<file path="src/rtl/freq_meter_if.sv">
// Result bus from freq_meter to the display/debug logic: registered period
// and gate-window edge count, each with a one-cycle valid strobe, plus the
// sticky timeout flag.
interface freq_meter_if #(
  parameter int CNT_W = 32
);
  logic [CNT_W-1:0] period_out;
  logic             period_valid;
  logic [CNT_W-1:0] edge_count;
  logic             count_valid;
  logic             timeout;

  modport master (
    output period_out,
    output period_valid,
    output edge_count,
    output count_valid,
    output timeout
  );

  modport slave (
    input period_out,
    input period_valid,
    input edge_count,
    input count_valid,
    input timeout
  );
endinterface

</file>
<file path="src/rtl/freq_meter.sv">
// Frequency meter for a slow asynchronous square wave. Measures the clk
// distance between consecutive rising edges and counts rising edges over a
// free-running gate window. All results are registered.
module freq_meter #(
  parameter int GATE_CYCLES = 100000000,
  parameter int MAX_PERIOD  = 16777215,
  parameter int CNT_W       = 32
) (
  input  logic          clk_100MHz,
  input  logic          rst,
  input  logic          sig_in,
  freq_meter_if.master  res
);

  localparam int               GC_W      = (GATE_CYCLES > 1) ? $clog2(GATE_CYCLES) : 1;
  localparam logic [GC_W-1:0]  GATE_LAST = GC_W'(GATE_CYCLES - 1);
  localparam logic [CNT_W-1:0] PC_MAX    = CNT_W'(MAX_PERIOD);
  localparam logic [CNT_W-1:0] CNT_SAT   = '1;

  logic             s1;
  logic             s2;
  logic             s3;
  logic             rise;
  logic [CNT_W-1:0] pc;
  logic             armed;
  logic [GC_W-1:0]  gc;
  logic [CNT_W-1:0] ea;
  logic [CNT_W-1:0] ea_inc;

  assign rise = s2 & ~s3;

  // Two-flop synchronizer for sig_in plus a history flop for edge detection.
  always_ff @(posedge clk_100MHz) begin
    if (rst) begin
      s1 <= 1'b0;
      s2 <= 1'b0;
      s3 <= 1'b0;
    end else begin
      s1 <= sig_in;
      s2 <= s1;
      s3 <= s2;
    end
  end

  // Accumulator plus this cycle's rise, held at all-ones instead of wrapping.
  always_comb begin
    ea_inc = ea;
    if (rise && (ea != CNT_SAT)) begin
      ea_inc = ea + CNT_W'(1);
    end
  end

  // Period measurement: the counter restarts on every rise, so pc + 1 at the
  // next rise is the exact distance; saturation disarms and flags timeout.
  always_ff @(posedge clk_100MHz) begin
    if (rst) begin
      pc               <= '0;
      armed            <= 1'b0;
      res.period_out   <= '0;
      res.period_valid <= 1'b0;
      res.timeout      <= 1'b0;
    end else begin
      res.period_valid <= 1'b0;
      if (rise) begin
        pc          <= '0;
        armed       <= 1'b1;
        res.timeout <= 1'b0;
        if (armed) begin
          res.period_out   <= pc + CNT_W'(1);
          res.period_valid <= 1'b1;
        end
      end else if (pc == PC_MAX) begin
        res.timeout <= 1'b1;
        armed       <= 1'b0;
      end else begin
        pc <= pc + CNT_W'(1);
      end
    end
  end

  // Gate window: free-running counter; a rise in the terminal cycle is
  // folded into the closing window's result and the next window starts at 0.
  always_ff @(posedge clk_100MHz) begin
    if (rst) begin
      gc              <= '0;
      ea              <= '0;
      res.edge_count  <= '0;
      res.count_valid <= 1'b0;
    end else begin
      res.count_valid <= 1'b0;
      if (gc == GATE_LAST) begin
        gc              <= '0;
        ea              <= '0;
        res.edge_count  <= ea_inc;
        res.count_valid <= 1'b1;
      end else begin
        gc <= gc + GC_W'(1);
        ea <= ea_inc;
      end
    end
  end

endmodule

</file>
<file path="src/flat_wrapper.sv">
// flat-port wrapper written by rule: the top's interface ports become plain ports
module freq_meter_flat 
#(
  parameter int GATE_CYCLES = 100000000,
  parameter int MAX_PERIOD  = 16777215,
  parameter int CNT_W       = 32
)
  (clk_100MHz, rst, sig_in, res_period_out, res_period_valid, res_edge_count, res_count_valid, res_timeout);
  freq_meter_if #(.CNT_W(CNT_W)) res_i ();
  input  logic clk_100MHz;
  input  logic rst;
  input  logic sig_in;
  output wire logic [$bits(res_i.period_out)-1:0] res_period_out;
  output wire logic [$bits(res_i.period_valid)-1:0] res_period_valid;
  output wire logic [$bits(res_i.edge_count)-1:0] res_edge_count;
  output wire logic [$bits(res_i.count_valid)-1:0] res_count_valid;
  output wire logic [$bits(res_i.timeout)-1:0] res_timeout;
  assign res_period_out = res_i.period_out;
  assign res_period_valid = res_i.period_valid;
  assign res_edge_count = res_i.edge_count;
  assign res_count_valid = res_i.count_valid;
  assign res_timeout = res_i.timeout;
  freq_meter #(.GATE_CYCLES(GATE_CYCLES), .MAX_PERIOD(MAX_PERIOD), .CNT_W(CNT_W)) u_core (.clk_100MHz(clk_100MHz), .rst(rst), .sig_in(sig_in), .res(res_i));
endmodule
</file>
<file path="config.mk">
export PLATFORM = sky130hd
export DESIGN_NAME = freq_meter_flat
export DESIGN_NICKNAME = d
export VERILOG_FILES = /design/src/rtl/freq_meter_if.sv /design/src/rtl/freq_meter.sv /design/src/flat_wrapper.sv
export SDC_FILE = /design/constraint.sdc
export NUM_CORES = 1
export LEC_CHECK = 0
export BUFFER_PORTS_ARGS = -buffer_cell sky130_fd_sc_hd__buf_2
export CAP_MARGIN = 20
export CORE_UTILIZATION = 53
export DETAILED_ROUTE_END_ITERATION = 8
export PLACE_DENSITY_LB_ADDON = 0.3
export SYNTH_ARGS = -nofsm -noshare
export SYNTH_HDL_FRONTEND = slang
export SYNTH_SLANG_ARGS = --single-unit
</file>
<file path="constraint.sdc">
create_clock -name clk_100MHz -period 2.15 [get_ports clk_100MHz]
set_input_delay 0.43 -clock clk_100MHz [delete_from_list [all_inputs] [get_ports clk_100MHz]]
set_output_delay 0.43 -clock clk_100MHz [all_outputs]
set_load 0.01 [all_outputs]
</file>
==> results of run 1 <==
## power breakdown
group / switching (W) / internal, W / total, W
sequential: 0.0000146 / 0.00302 / 0.00304
clock: 0.00123 / 0.00178 / 0.00301
combinational: 0.0000960 / 0.0000613 / 0.000157
total: 0.00134 / 0.00486 / 0.00621
## final timing paths
| path | slack, ns | depth (start not counted) | from | endpoint |
|---|---|---|---|---|
| max reg2reg | 0.002 | 6 | u_core.gc[19] | u_core.res.edge_count[4] |
| min | 0.21 | 2 | sig_in | u_core.s1 |
| min reg2reg | 0.45 | 2 | u_core.res.timeout | u_core.res.timeout |
| max | 0.002 | 6 | u_core.gc[19] | u_core.res.edge_count[4] |
## state kept, by name, indices dropped and copies added (netlist names)
signal	cells
u_core.res.period_out	32
u_core.s2	1
u_core.res.count_valid	1
u_core.s3	1
u_core.res.edge_count	32
u_core.pc	32
u_core.s1	1
u_core.res.period_valid	1
u_core.armed	1
u_core.gc	27
u_core.res.timeout	1
u_core.ea	32
## cell usage after synthesis (all sizes together), types with 5 or more instances
cell type / n / area (µm²)
dfxtp: 162 / 3240
nor2: 92 / 345
a21oi: 53 / 265
a211oi: 35 / 263
nand3: 35 / 188
xnor2: 31 / 272
nand2: 28 / 105
nand4: 27 / 169
xor2: 27 / 236
a31oi: 24 / 150
o21ai: 23 / 115
o21bai: 23 / 173
clkbuf: 21 / 78.8
or3: 21 / 131
buf: 19 / 109
nor3: 16 / 100
nor4: 15 / 128
and3: 11 / 68.8
inv: 11 / 41.3
or4: 11 / 86.3
and4: 9 / 81.3
and2: 7 / 43.8
o31ai: 7 / 57.6
nor2b: 6 / 37.5
a311oi: 5 / 43.8
nand2b: 5 / 31.3
## critical path, cell delays in order, from the launching register on
cell     delay (ns)
dfxtp_1        0.31
or4b_1         0.51
or4_4          0.52
buf_4          0.16
nor4_1         0.26
o21ai_1        0.16
a21oi_1        0.16
## metrics by stage
| stage | power [W] | cells | setup TNS (ns) |
|---|---|---|---|
| 2_1_floorplan | 0.00320 | 749 | 0 |
| 4_1_cts | 0.00624 | 1031 | -0.508 |
| 3_5_place_dp | 0.00325 | 999 | -0.0361 |
| 6_report | 0.00621 | 1035 | 0 |
| 3_3_place_gp | 0.00325 | 999 | 0 |
| 5_1_grt | 0.00640 | 1035 | -0.486 |
## cells by family after synthesis
kind of cell / after synthesis / synth area share, %
DFF: 162 / 47.8
adders and majority gates: 3 / 0.553
xor gates and xnor gates: 58 / 7.48
buffers and inverters: 51 / 3.37
and+or+nand+nor: 294 / 23.6
AOI/OAI and AO/OA: 178 / 16.8
muxes: 3 / 0.442
## routing by layer
layer	track usage, %	up-vias	wire length, µm
met5	0	-	0
met4	10.9	0	373
met3	6.17	35	834
met2	41.7	184	7830
met1	32.0	2880	7350
li1	-	2948	-
## repair_timing
item | 4_1_cts | 5_1_grt
resized for setup | 0 | 34
setup endpoints to repair | 42 | 78
pin swaps | 0 | 6
setup buffers | 0 | 4
## placed cells by master (no fill, tap or decap), drive strengths merged, types with 2 or more instances in the layout
cell type	count
dfxtp	162
o31ai	7
o211ai	2
nand2b	5
a21oi	53
or4	11
clkinv	3
mux2i	3
nor2	92
o21bai	23
clkbuf	21
and4	9
and2	7
clkinvlp	3
nand3b	2
nand3	35
a211oi	35
nand2	28
buf	126
and3	11
xnor2	31
or3	21
or2	3
a31o	2
nor3	16
o21ai	23
nor2b	6
a31oi	24
bufinv	2
ha	3
or4b	3
inv	14
nand4	27
a311oi	5
nor4	15
xor2	27
## final cells by class
cell class | instances | area [µm²]
Tap cell | 168 | 210
Timing Repair Buffer | 126 | 872
Multi-Input combinational cell | 536 | 3420
Fill cell | 946 | 3880
Clock inverter | 11 | 128
Clock buffer | 21 | 460
Inverter | 11 | 41.3
Sequential cell | 162 | 3250
==> metrics.md, run 1 <==
| Metric | Value |
|---|---|
| Status | finished, final reports clean |
| Area Growth Syn to Fin | 23.4% |
| Ant diodes | 0 |
| Hold-fix buffers, CTS | 0 |
| CTS root buf | clkbuf_16 |
| Setup WS pre-CTS | -0.0192 ns |
| Measured slew at the worst slew-check pin | 0.582 ns |
| First-pass GRT wire length | 26.5 mm |
| Initial antenna violation count | 0 |
| Final Max Tran Viols | 0 |
| Core Rows | 40 |
| Synth Register Bits | 162 |
| Primary FF master, synth | dfxtp_1 |
| Core area | 12,300 µm² |
| Cell Area, Synth | 6790 µm² |
| Final worst slack | 0.00179 ns |
| RSZ-0062 raised after global routing | true |
| Min-delay worst type | in2reg |
| DR vias | 6,047 |
| Total grt overflow | 0 |
| Fin crit period | 2.15 ns |
| Async set-reset flop share out of synthesis | 0% |
| I/O pins | 70 |
| Cell area after layout | 8380 µm² |
| GRT Overall Usage | 25.4% |
| Vias in the first global route | 5,656 |
| Initial Util | 55.4% |
| CTS tree | yes |
| Starting DRT DRC Count | 339 |
| Worst endpoint data arrival time | 2.51 ns |
| WS Path Type | reg2reg |
| Ys Warns | 0 |
| Final WL | 16.4 mm |
| Net count after synthesis | 755 |
| Leak | 3.13 nW |
| Power Dens Cells | 741 nW/µm² |
| Post-Syn Instances | 749 |
| Clock skew after layout | 0.0116 ns |
| First-pass iteration count of the detailed router | 5 |
| Antenna viol nets, final | 0 |
| Sink Count | 162 |
| Dpl hpwl | 11.3 mm |
| Hold slack | 0.209 ns |
| Die area | 13,300 µm² |
| TritonCTS buffer count | 17 |
| Critical Path RT | 2.51 ns |
| Fin crit share | 99.9% |
| Startpoint Class | flip-flop |
| Max Cap Viol | 0 |
| Area post-placement | 7620 µm² |
| Fin util | 68.3% |
| Share of post-route cells with drive strength above 1 | 22.1% |
| Final nets | 860 |
| Worst-Skew Late Latency | 0.43 ns |
| FMAX | 0.466 GHz |
| Die height | 115 µm |
| EDFF count, synth | 0 |
| Slew headroom | 61.2% |
| Largest net degree at the start of global routing | 65 |
| # DRC | 0 |
| Finish-stage setup viols | 0 |
| Vias per cell | 5.84 |
| # H-tree levels | 4 |
| Number of buffers added on ports | 69 |
| Drt wl/cell | 15.8 µm |
| Die X-Extent | 115 µm |
| Worst-path clk slew | 0.07 ns |
| Max VDD drop | 0.000460 V |
| Max FO, Critical Path | 2 |
| Routability cong. | 0.861 |
| Register area share after synthesis | 47.8% |
| Netlist cell types | 51 |
| Final Hold Viols | 0 |
| Avg Cell Area, Syn | 9.06 µm² |
| Clock buffer depth | 2 |
| Critical path capture point type | flip-flop |
(Power assumes the default switching activity.)
==> inputs of run 2 (changes only) <==
--- a/config.mk
+++ b/config.mk
@@ -5,9 +5,10 @@
 export SDC_FILE = /design/constraint.sdc
 export NUM_CORES = 1
 export LEC_CHECK = 0
+export ABC_AREA = 1
 export BUFFER_PORTS_ARGS = -buffer_cell sky130_fd_sc_hd__buf_2
 export CAP_MARGIN = 20
-export CORE_UTILIZATION = 53
+export CORE_UTILIZATION = 54
 export DETAILED_ROUTE_END_ITERATION = 8
 export PLACE_DENSITY_LB_ADDON = 0.3
 export SYNTH_ARGS = -nofsm -noshare
==> run 2 against run 1 <==
Against the previous run: clock power is 3% lower; global-route usage is 1.3 points higher; power is 1.2% lower; clock skew is 0.0036 ns lower; non-clock buffer count is 38 lower; synthesized area is 17% higher; highest routed layer unchanged.
==> metrics.md, run 2 <==
| Metric | Value |
|---|---|
| Status | finished, final reports clean |
| Net Sw Frac | 21.6% |
| Total grt overflow | 0 |
| Cell Area, Synth | 7960 µm² |
| Critical Path End | u_core.pc[14] |
| Int Pwr | 0.00481 W |
| Commonest non-fill, non-tap cells in the layout | 391 x nand2_1, 162 x dfxtp_1, 150 x nor2_1 |
| CP Launch Point | u_core.pc[1] |
| Slew headroom | 47.2% |
| Hold depth | 3 |
| # DRC | 0 |
| GRT Overall Usage | 26.8% |
| Core Rows | 43 |
| Top area cells in the synthesized netlist | dfxtp_1 41%, nand2_1 18%, nor2_1 7.1% |
| Worst-path clk slew | 0.06 ns |
| Initial antenna violation count | 0 |
| Critical path capture point type | flip-flop |
| Final WL | 19.1 mm |
| DR vias | 7,628 |
| Setup_tns | 0 ns |
| Max FO, Critical Path | 4 |
| Register area share after synthesis | 40.8% |
| Commonest cells in the netlist | 391 x nand2_1, 162 x dfxtp_1, 150 x nor2_1, 126 x inv_1, 110 x nand3_1 |
| Ant diodes | 0 |
| Avg Cell Area, Syn | 6.62 µm² |
| Post-Syn Instances | 1,201 |
| Netlist cell types | 36 |
| Die X-Extent | 123 µm |
| Fill count | 1,320 |
| RSZ-0062 raised after global routing | false |
| Flop2flop setup slack | 0.20 ns |
| Starting DRT DRC Count | 513 |
| Worst-Skew Late Latency | 0.43 ns |
| Fin crit period | 1.95 ns |
| Core area | 14,100 µm² |
| R2r worst-path depth | 8 |
| Startpoint Class | flip-flop |
| CTS tree | yes |
| Antenna viol nets, final | 0 |
| Dpl hpwl | 14.1 mm |
| First-pass iteration count of the detailed router | 5 |
| Net count after synthesis | 1,207 |
| Die height | 123 µm |
| Critical Path RT | 2.51 ns |
| # H-tree levels | 4 |
| Combinational fraction of design power | 2.6% |
| Hold slack | 0.226 ns |
| Commonest non-fill, non-tap cell in the layout | nand2_1 |
| Largest net degree at the start of global routing | 60 |
| Final Hold Viols | 0 |
| Finish-stage setup viols | 0 |
| Area Growth Syn to Fin | 14.3% |
| Synth Register Bits | 162 |
| R2r endpoint | u_core.pc[14] |
| Final nets | 1,280 |
| Top-count cell post-synth | nand2_1 |
| Flop pwr share | 49.6% |
| Fin crit share | 90.7% |
| Vias in the first global route | 6,869 |
| Measured slew at the worst slew-check pin | 0.785 ns |
| Clock buffer depth | 2 |
| Final Max Tran Viols | 0 |
| Switching pwr | 0.00132 W |
| CTS root buf | clkbuf_16 |
| Pwr Total | 0.00613 W |
| Number of buffers added on ports | 69 |
| Die area | 15,200 µm² |
| Share of post-route cells with drive strength above 1 | 11.7% |
| Worst endpoint data arrival time | 2.31 ns |
| Power Dens Cells | 674 nW/µm² |
| TritonCTS buffer count | 17 |
| Max Cap Viol | 0 |
| Routability cong. | 0.924 |
| Initial Util | 56.2% |
| WS Path Type | reg2reg |
| Primary FF master, synth | dfxtp_1 |
| Drt wl/cell | 13.0 µm |
| Clock skew after layout | 0.00807 ns |
| Clock network fraction of total power | 47.8% |
| Worst R2R Start | u_core.pc[1] |
| FMAX | 0.513 GHz |
| Post-synth top area cell | dfxtp_1 |
| Leak | 4.04 nW |
| Min-delay worst type | in2reg |
| Ys Warns | 0 |
| EDFF count, synth | 0 |
| Cell area after layout | 9090 µm² |
| Area post-placement | 8520 µm² |
| Async set-reset flop share out of synthesis | 0% |
| Max VDD drop | 0.000519 V |
| First-pass GRT wire length | 32.0 mm |
| Vias per cell | 5.20 |
| Synth top area share | 40.8% |
| Sink Count | 162 |
| I/O pins | 70 |
run 2: timing repair:
action                     4_1_cts  5_1_grt
setup buffers                    0        0
setup endpoints to repair        0        3
resized for setup                0        2
hold buffers                     0        0
run 2: power by group through the flow:
| stage | Clock, W | Combinational [W] | Sequential, W |
|---|---|---|---|
| final | 0.00293 | 0.000161 | 0.00304 |
| after global routing | 0.00310 | 0.000180 | 0.00304 |
| after detailed placement | 0 | 0.000162 | 0.00311 |
| after floorplan | 0 | 0.000109 | 0.00311 |
| after global placement | 0 | 0.000160 | 0.00311 |
| after CTS | 0.00298 | 0.000164 | 0.00304 |
run 2: stage by stage:
step	util [%]	worst slack [ns]	std cells
2_1_floorplan	-	0.374	1201
3_3_place_gp	60.2	0.211	1435
3_5_place_dp	60.2	0.191	1435
4_1_cts	64.2	0.165	1466
5_1_grt	64.3	0.0389	1466
6_report	64.3	0.200	1466
run 2: layer usage:
layer / wire length (µm) / track usage, %
met5: 0 / 0
met4: 592 / 12.0
met3: 644 / 4.94
met2: 9140 / 45.5
met1: 8710 / 32.8
run 2: critical path: stages (launching register included):
cell and delay (ns):
dfxtp_1 0.39, ha_1 0.19, nand2_1 0.07, nor2_2 0.21
nand2_1 0.20, nor2_1 0.29, xor2_1 0.33, nor2_1 0.10
nor2_1 0.10
run 2: cell families (layout without fill, tap and decap cells):
group | count (synthesis) | after routing | synth area share (%)
flops | 162 | 162 | 40.8
fa+ha+maj | 3 | 3 | 0.472
simple gates | 736 | 736 | 39.4
compound gates | 104 | 104 | 7.49
buf+inv | 167 | 252 | 8.65
xor+xnor | 29 | 29 | 3.19
run 2: how the worst min path moves through the flow:
stage | end | from
finish | u_core.s1 | sig_in
global route | u_core.s1 | sig_in
global placement | u_core.s2 | u_core.s1
detailed placement | u_core.s2 | u_core.s1
CTS | u_core.s1 | sig_in
floorplan | u_core.s2 | u_core.s1
run 2: area by class of cell:
cell class	count	area, µm²	share of cell area, %
multi-input combinational	872	4020	44.2
sequential	162	3240	35.7
timing repair buffer	88	526	5.78
inverter	133	502	5.52
clock buffer	23	498	5.48
tap	180	225	2.48
clock inverter	8	76.3	0.839
==> inputs of run 3 (changes only) <==
--- a/config.mk
+++ b/config.mk
@@ -8,9 +8,10 @@
 export ABC_AREA = 1
 export BUFFER_PORTS_ARGS = -buffer_cell sky130_fd_sc_hd__buf_2
 export CAP_MARGIN = 20
-export CORE_UTILIZATION = 54
+export CORE_UTILIZATION = 55
+export CTS_BUF_LIST = sky130_fd_sc_hd__clkbuf_4
 export DETAILED_ROUTE_END_ITERATION = 8
-export PLACE_DENSITY_LB_ADDON = 0.3
+export PLACE_DENSITY = 0.74
 export SYNTH_ARGS = -nofsm -noshare
 export SYNTH_HDL_FRONTEND = slang
 export SYNTH_SLANG_ARGS = --single-unit
==> constraint.sdc (replaced) <==
create_clock -name clk_100MHz -period 2.3 [get_ports clk_100MHz]
set_input_delay 0.46 -clock clk_100MHz [delete_from_list [all_inputs] [get_ports clk_100MHz]]
set_output_delay 0.46 -clock clk_100MHz [all_outputs]
set_load 0.01 [all_outputs]
==> run 3 against run 2 <==
Against the previous run: cell count is 0.27% lower; sequential cell count stayed put; die area is 1.8% lower; largest power group unchanged; largest cell class unchanged.
==> metrics.md, run 3 (same netlist as run 2, synthesis figures left out) <==
| Metric | Value |
|---|---|
| Worst endpoint data arrival time | 2.56 ns |
| Int Pwr | 0.00356 W |
| First-pass GRT wire length | 31.2 mm |
| RSZ-0062 raised after global routing | false |
| Final WL | 18.8 mm |
| Flop pwr share | 60.7% |
| Vias in the first global route | 6,740 |
| Measured slew at the worst slew-check pin | 0.651 ns |
| Largest net degree at the start of global routing | 55 |
| Commonest non-fill, non-tap cell in the layout | nand2_1 |
| Total grt overflow | 0 |
| Critical Path RT | 2.81 ns |
| DR vias | 7,555 |
| Worst-path clk slew | 0.13 ns |
| I/O pins | 70 |
| Final Max Tran Viols | 0 |
| Power Dens Cells | 533 nW/µm² |
| Combinational fraction of design power | 3.1% |
| Max FO, Critical Path | 15 |
| Final Hold Viols | 0 |
| Max Cap Viol | 0 |
| # H-tree levels | 4 |
| Core area | 14,000 µm² |
| Fill count | 1,383 |
| First-pass iteration count of the detailed router | 5 |
| Worst-Skew Late Latency | 0.57 ns |
| # DRC | 0 |
| FMAX | 0.486 GHz |
| GRT Overall Usage | 26.4% |
| Area Growth Syn to Fin | 10.5% |
| Dpl hpwl | 14.2 mm |
| Slew headroom | 56.2% |
| Die area | 14,900 µm² |
| Initial Util | 56.9% |
| WS Path Type | reg2reg |
| Fin crit period | 2.06 ns |
| Die height | 122 µm |
| Sink Count | 162 |
| Leak | 3.89 nW |
| Initial antenna violation count | 0 |
| Startpoint Class | flip-flop |
| Final nets | 1,275 |
| Drt wl/cell | 12.9 µm |
| Fin crit share | 89.4% |
| Hold slack | 0.0980 ns |
| Ant diodes | 0 |
| Setup_tns | 0 ns |
| Finish-stage setup viols | 0 |
| Clock buffer depth | 2 |
| Switching pwr | 0.00113 W |
| Routability cong. | 0.961 |
| Starting DRT DRC Count | 570 |
| Core Rows | 43 |
| Net Sw Frac | 24.0% |
| Clock network fraction of total power | 36.1% |
| Commonest non-fill, non-tap cells in the layout | 391 x nand2_1, 162 x dfxtp_1, 150 x nor2_1 |
| Antenna viol nets, final | 0 |
| Die X-Extent | 122 µm |
| Clock skew after layout | 0.0164 ns |
| Number of buffers added on ports | 69 |
| Vias per cell | 5.17 |
| Min-delay worst type | in2reg |
| Status | finished, final reports clean |
| Share of post-route cells with drive strength above 1 | 11.5% |
| CTS tree | yes |
| Setup Buffers After CTS | 0 |
| Critical path capture point type | flip-flop |
| CTS root buf | clkbuf_4 |
| Max VDD drop | 0.000319 V |
| TritonCTS buffer count | 17 |
[run 3: cell count changes in the layout (fill, tap and decap cells not counted), moves of 2 or more]
| cell | previous run | this run |
|---|---|---|
| buf_4 | 16 | 9 |
| clkinv_4 | 0 | 3 |
| clkinv_2 | 3 | 0 |
| clkbuf_4 | 0 | 20 |
| clkinvlp_4 | 3 | 5 |
| clkbuf_16 | 17 | 0 |
| clkbuf_8 | 5 | 0 |
[run 3: power groups by stage]
stage                     logic (W)  registers, W  clock network (W)
after global routing       0.000163       0.00285            0.00186
after global placement     0.000145       0.00290                  0
after detailed placement   0.000148       0.00291                  0
after CTS                  0.000148       0.00284            0.00174
after floorplan            0.000102       0.00291                  0
final                      0.000147       0.00284            0.00169
[run 3: path summary, 6_finish.rpt]
kind / slack [ns] / cells past startpoint / start / to
worst max-delay path: 0.24 / 12 / u_core.ea[1] / u_core.res.edge_count[31]
worst min-delay path: 0.1 / 3 / sig_in / u_core.s1
worst max register to register: 0.24 / 12 / u_core.ea[1] / u_core.res.edge_count[31]
worst min register to register: 0.42 / 2 / u_core.s1 / u_core.s2
[run 3: routing by layer]
metal	track usage [%]	part of all wire, %	vias to the layer above
li1	-	-	3941
met1	33.7	46	3402
met2	43.4	47	163
met3	3.90	3.4	49
met4	13.4	3.5	0
met5	0	0	-
[run 3: cell type report]
cell class | instances | area, µm² | area share, %
Clock buffer | 20 | 150 | 1.71
Clock inverter | 12 | 134 | 1.52
Inverter | 133 | 505 | 5.75
Multi-Input combinational cell | 872 | 4030 | 45.8
Sequential cell | 162 | 3240 | 36.9
Tap cell | 180 | 225 | 2.56
Timing Repair Buffer | 82 | 493 | 5.61
Timing Repair inverter | 1 | 7.51 | 0.0854
[run 3: metrics by stage]
step / util [%] / total power, W / std cells / instance area, µm² / setup WS [ns]
floorplan: - / 0.00301 / 1201 / 7960 / 0.524
global placement: 60.7 / 0.00305 / 1429 / 8480 / 0.301
detailed placement: 60.7 / 0.00305 / 1429 / 8480 / 0.198
CTS: 62.7 / 0.00473 / 1461 / 8770 / 0.164
global route: 62.8 / 0.00487 / 1462 / 8790 / 0.0311
finish: 62.8 / 0.00468 / 1462 / 8790 / 0.244
[run 3: worst max-delay path, stage by stage (launching register included)]
cell	delay, ns
dfxtp_1	0.40
ha_1	0.22
inv_1	0.06
nor2_2	0.14
nand2_2	0.13
nor2_4	0.17
nand2_2	0.18
nand2_4	0.20
buf_4	0.23
nand2_1	0.10
nand2_1	0.08
nand2_1	0.04
nand2_1	0.05
[run 3: what timing repair did]
action / CTS / global route
hold buffers: 0 / 0
endpoints found under the setup margin: 0 / 9
resized for setup: 0 / 5
